$ cat src/rtl/instruction_fetch.sv
// Fetch stage: owns the PC, reads program memory combinationally and buffers one
// instruction for decode behind a valid/ready handshake, with redirect and halt.
module instruction_fetch #(
    parameter int                ADDR_W   = 16,
    parameter int                INSTR_W  = 16,
    parameter logic [ADDR_W-1:0] RESET_PC = '0
) (
    input  logic               clk,
    input  logic               rst_n,
    output logic [ADDR_W-1:0]  pm_addr,
    output logic               pm_rd,
    input  logic [INSTR_W-1:0] pm_data,
    output logic [INSTR_W-1:0] instr,
    output logic [ADDR_W-1:0]  instr_pc,
    output logic               instr_valid,
    input  logic               instr_ready,
    input  logic               redirect,
    input  logic [ADDR_W-1:0]  redirect_addr,
    input  logic               halt
);

    typedef enum logic {EMPTY = 1'b0, FULL = 1'b1} state_t;

    state_t               state_q, state_d;
    logic [ADDR_W-1:0]    pc_q, pc_d;
    logic [INSTR_W-1:0]   instr_q, instr_d;
    logic [ADDR_W-1:0]    instr_pc_q, instr_pc_d;
    logic                 fetch;

    // A fetch refills the buffer in the same cycle the old word is consumed.
    assign fetch = !redirect && !halt && (state_q == EMPTY || instr_ready);

    always_comb begin
        pc_d       = pc_q;
        instr_d    = instr_q;
        instr_pc_d = instr_pc_q;
        state_d    = state_q;
        if (redirect) begin
            // Redirect wins over everything and discards the buffered word.
            pc_d    = redirect_addr;
            state_d = EMPTY;
        end else if (fetch) begin
            instr_d    = pm_data;
            instr_pc_d = pc_q;
            pc_d       = pc_q + ADDR_W'(1);
            state_d    = FULL;
        end else if (state_q == FULL && instr_ready) begin
            state_d = EMPTY;
        end
    end

    always_ff @(posedge clk or negedge rst_n) begin
        if (!rst_n) begin
            state_q    <= EMPTY;
            pc_q       <= RESET_PC;
            instr_q    <= '0;
            instr_pc_q <= '0;
        end else begin
            state_q    <= state_d;
            pc_q       <= pc_d;
            instr_q    <= instr_d;
            instr_pc_q <= instr_pc_d;
        end
    end

    assign pm_addr     = pc_q;
    assign pm_rd       = fetch && rst_n;
    assign instr       = instr_q;
    assign instr_pc    = instr_pc_q;
    assign instr_valid = (state_q == FULL);

endmodule

$ cat config.mk
export PLATFORM = sky130hd
export DESIGN_NAME = instruction_fetch
export DESIGN_NICKNAME = d
export VERILOG_FILES = /design/src/rtl/instruction_fetch.sv
export SDC_FILE = /design/constraint.sdc
export NUM_CORES = 1
export LEC_CHECK = 0
export CORE_AREA = 2 2 75 77
export DETAILED_ROUTE_END_ITERATION = 10
export DIE_AREA = 0 0 77 79
export GPL_TIMING_DRIVEN = 0
export PLACE_DENSITY = 0.75
export SLEW_MARGIN = 20
export SYNTH_ARGS = -nofsm -noshare
export SYNTH_HDL_FRONTEND = slang
export SYNTH_SLANG_ARGS = --single-unit
$ cat constraint.sdc
create_clock -name clk -period 2.2 [get_ports clk]
set_input_delay 0.44 -clock clk [delete_from_list [all_inputs] [get_ports clk]]
set_output_delay 0.44 -clock clk [all_outputs]
set_load 0.1 [all_outputs]
Word level (Yosys, flattened, before mapping):

Cells that the tools add are included.

* flip-flop bits (word level): 49
* bits of input ports: 37
* output and inout port bits: 50
* logic and storage cells: 22

* add/sub/neg operators: 1
* muxes and demuxes: 5
* bitwise logic cells: 2
* reduce and logical (&&, ||, !) cells: 10

Operators by type and width (number)
* two-way mux 16 bit: 2
* adder 16 x 1 -> 16 bit (second input constant): 1
* logical AND 1 bit: 4
* two-way mux 1 bit: 3
* nonzero test 3 bit: 1
* zero test 1 bit: 2
* NOT 1 bit: 2
* AND reduction 2 bit: 1
* nonzero test 2 bit: 1
* logical OR 1 bit: 1

Longest topological paths before layout:

Gate-level depths: netlist (run 1).

* depth after elaboration: 5
* gate-level depth with buffers: 6

Worst setup path after synthesis (run 1):

Ideal clock, no wire load.

* path type: register to output
* start: reg state_q, in the netlist instr_valid
* end: out pm_rd
* arrival: 2.671 ns
* data required time: 1.760 ns
* slack: -0.911 ns
* stages on the path, launching flop included: 6
* path buffers: 2
* cell sequence: dfrtp_1 -> nor2b_1 -> clkbuf_1 -> nor3_1 -> buf_2 -> and2_1

* longest elaborated chain between the ends: 4

RTL lines
* start, declared: RTL line 24 `state_t state_q, state_d;`
* start signal, assigned: RTL line 59 `state_q <= state_d;`
* NOT 1 bit: RTL line 31 `assign fetch = !redirect && !halt && (state_q == EMPTY || instr_ready);`
* logical OR 1 bit: RTL line 31
* logical AND 1 bit: RTL line 31
* logical AND 1 bit: RTL line 67 `assign pm_rd = fetch && rst_n;`
* end, declared: RTL line 11 `output logic pm_rd,`

Every way passes these cells.

Worst setup path in the final report (run 1):

Ends and elaborated chain as after synthesis.

==> results of run 1 <==
==> where the power goes <==
group	leakage [nW]	total, mW	internal (mW)	switching, mW
sequential	0.564	1.15	1.05	0.0975
combinational	0.760	1.62	0.338	1.28
clock	0.0542	0.578	0.285	0.294
==> path summary, 6_finish.rpt <==
kind | endpoint | slack (ps) | cells after the start
worst max-delay path | pm_rd | 100 | 6
worst min-delay path | instr_pc[9] | 150 | 1
worst max register to register | pm_addr[13] | 150 | 6
worst min register to register | instr[0] | 500 | 1
max in group asynchronous | pm_addr[5] | 1570 | 1
min in group clk | instr_valid | 450 | 3
==> synthesized netlist by cell type (all sizes together) <==
cell	instances	share of area [%]
or4	5	1.7
dfrtp	49	56
o31ai	5	1.7
nand4	2	0.57
ha	1	0.57
and2	2	0.57
and3	1	0.29
nand2b	1	0.63
buf	5	1.4
clkbuf	6	1.0
o41ai	1	0.40
nor2	14	2.4
nor3	4	0.92
or3	3	0.86
mux2i	1	0.46
a31oi	9	2.6
nor2b	2	0.57
xnor2	6	2.4
nor4b	1	0.40
or2	2	0.57
nand3	6	1.4
nor4	2	0.57
nand2	11	1.9
nand4b	1	0.40
clkinv	1	0.17
mux2	32	17
o21ai	10	2.3
inv	3	0.52
==> logic make-up after synthesis <==
logic type,after synthesis,share of synthesized area (%)
AND/OR/NAND/NOR,57,13.8
flip-flops,49,56.2
multiplexers,33,17.0
XOR/XNOR,6,2.41
adder cells (fa/ha/maj),1,0.573
AO/OA/AOI/OAI,25,6.99
buffers and inverters,15,3.15
==> layer usage <==
metal | vias up | GRT usage, % | share of wire [%]
met3 | 4 | 4.77 | 6.1
met4 | 0 | 3.75 | 0.50
met2 | 61 | 27.5 | 50
met1 | 867 | 22.7 | 44
li1 | 862 | - | -
met5 | - | 0 | 0
==> stage by stage <==
| step | power (mW) | hold slack [ps] | util (%) |
|---|---|---|---|
| detailed placement | 2.90 | 495 | 59.4 |
| CTS | 3.38 | 177 | 60.9 |
| floorplan | 2.46 | 144 | - |
| finish | 3.35 | 152 | 61.6 |
| global route | 3.48 | 213 | 61.6 |
| global placement | 2.89 | 488 | 59.4 |
==> final cells by class <==
type	count	area, µm²	area share (%)
Clock buffer	7	96.3	2.93
Buffer	11	71.3	2.17
Inverter	4	15.0	0.457
Tap cell	72	90.1	2.74
Timing Repair Buffer	90	831	25.3
Sequential cell	49	1260	38.2
Clock inverter	1	5.00	0.152
Multi-Input combinational cell	122	922	28.1
==> what timing repair did <==
item,in CTS,in global routing
setup buffers,1,5
pin swaps,1,2
hold endpoints to repair,0,0
hold buffers,0,0
gates resized for setup,65,1
setup endpoints to repair,50,2
==> flip-flops by register name (all words and copies together), names as in the netlist <==
register     cells
instr_pc        16
pm_addr         16
instr_valid      1
instr           16
==> critical path: stages (launching register included) <==
cell and delay [ps]:
dfrtp_4 480, nor2b_4 140, buf_8 140, nor3_4 150, buf_6 140, and2_4 140, buf_12 170
==> key figures, run 1 <==
Worst setup path
  • Crit path launch: instr_valid
  • Worst endpoint required time: 1760 ps
  • Worst Setup End Kind: output pin
  • Critical path type: flop to output pin
  • Critical Path Start Type: flop
  • Worst-path fanout max: 10
  • RR Startpoint: pm_addr[3]
  • Worst Path Arrival: 1660 ps

Power and ir drop
  • Pleak: about 1.4 nW
  • Power Density: 1020 nW/µm²
  • Max rail drop VDD: around 0.53 mV

Clock tree
  • Clock slew at reported path FFs: roughly 90 ps
  • Num CTS Buffers: 5
  • Clock buffer depth: 2
  • Clk Latency, worst-skew pair: 300 ps
  • TritonCTS clock tree: done
  • Root buffer cell: clkbuf_8
  • H-tree level count: 2
  • Num Clock Sinks: 49

Drt
  • Final WL: roughly 5000 µm
  • Routed Antenna Nets: 0
  • DRT iter0 DRCs: 83
  • 1st-pass router iterations: 4
  • Drt wl/cell: roughly 14 µm
  • Vias: 1,794
  • DRC: 0
  • DR vias/cell: 5.04

Timing
  • Worst-margin pin slew: around 1000 ps
  • Final hold vios: 0
  • Slew headroom: around a third
  • Tcrit/Tclk final: a little over nine tenths
  • Number of setup violations in the final report: 0
  • Crit path time final: 2100 ps
  • Final setup skew: 5.22 ps
  • Peak Freq: 476 MHz
  • Final WS setup: 97.5 ps
  • RSZ-0062 raised after global routing: no
  • Pins Over Slew Limit: 0
  • Setup TNS: 0 ps

Placement
  • DP Wirelength: 3540 µm
  • Cell count after placement: 342
  • Port Buffers: 84
  • Dpl ws: -1280 ps
  • Gpl congestion: approximately 0.8
  • Placed Area: 3170 µm²

Finish
  • # diodes: 0
  • Final Instance Count excl. Fillers: 356
  • Fillcell total: 476
  • Synth-to-Final Area Change: 50.5%
  • Share of cells above drive strength 1: roughly a quarter
  • Commonest cells after routing, fill and taps aside: 50 x dlygate4sd2_1, 41 x dfrtp_1, 32 x mux2_2, 32 x clkdlybuf4s50_1, 14 x nor2_1
  • Design Area, Final: 3290 µm²
  • Commonest non-fill, non-tap cell in the layout: dlygate4sd2_1
  • Nets: between 300 and 400

Floorplanning
  • # rows: 27
  • Die area: 6080 µm²
  • Starting density of the core: 40.9%
  • I/O pin cnt: 87
  • Die X-Extent: ~77 µm
  • Core ar.: 5340 µm²
  • Die height: just under 80 µm

Synth
  • Post-Syn Nets: about 220
  • Post-synthesis cell area: 2180 µm²
  • Synth Instances: 186
  • Flops & latches, synth: 49
  • Ys Warns: 0
  • Register area share after synthesis: 56.2%
  • Avg Inst Size Synth: 11.7 µm²
  • Post-synthesis cell type count: 29

GRT
  • Global-route wire length before repair: 8180 µm
  • Largest net degree at the start of global routing: 51
  • Number of global-route vias before repair: approximately 1,700
  • GR Overflow Total: 0
  • Initial antenna violation count: 0
  • Total Routing Usage GR: approximately 17%

Flow run
  • Max cap viols: 0

Worst hold path
  • Worst hold path class: primary input to asynchronous set/reset pin

Run status
  • Outcome: finished, final reports clean
No activity file was read; power rests on OpenSTA's default activity.
==> run 2: changes to the inputs <==
--- a/config.mk
+++ b/config.mk
@@ -5,6 +5,7 @@
 export SDC_FILE = /design/constraint.sdc
 export NUM_CORES = 1
 export LEC_CHECK = 0
+export ABC_CLOCK_PERIOD_IN_PS = 2200
 export CORE_AREA = 2 2 75 77
 export DETAILED_ROUTE_END_ITERATION = 10
 export DIE_AREA = 0 0 77 79
==> results of run 2 <==
Final layout, timing and power as in run 1 (identical DEF).
==> run 3: changes to the inputs <==
--- a/config.mk
+++ b/config.mk
@@ -7,6 +7,7 @@
 export LEC_CHECK = 0
 export ABC_CLOCK_PERIOD_IN_PS = 2200
 export CORE_AREA = 2 2 75 77
+export CTS_CLUSTER_SIZE = 30
 export DETAILED_ROUTE_END_ITERATION = 10
 export DIE_AREA = 0 0 77 79
 export GPL_TIMING_DRIVEN = 0
==> results of run 3 <==
Final layout, timing and power as in run 1 (identical DEF).
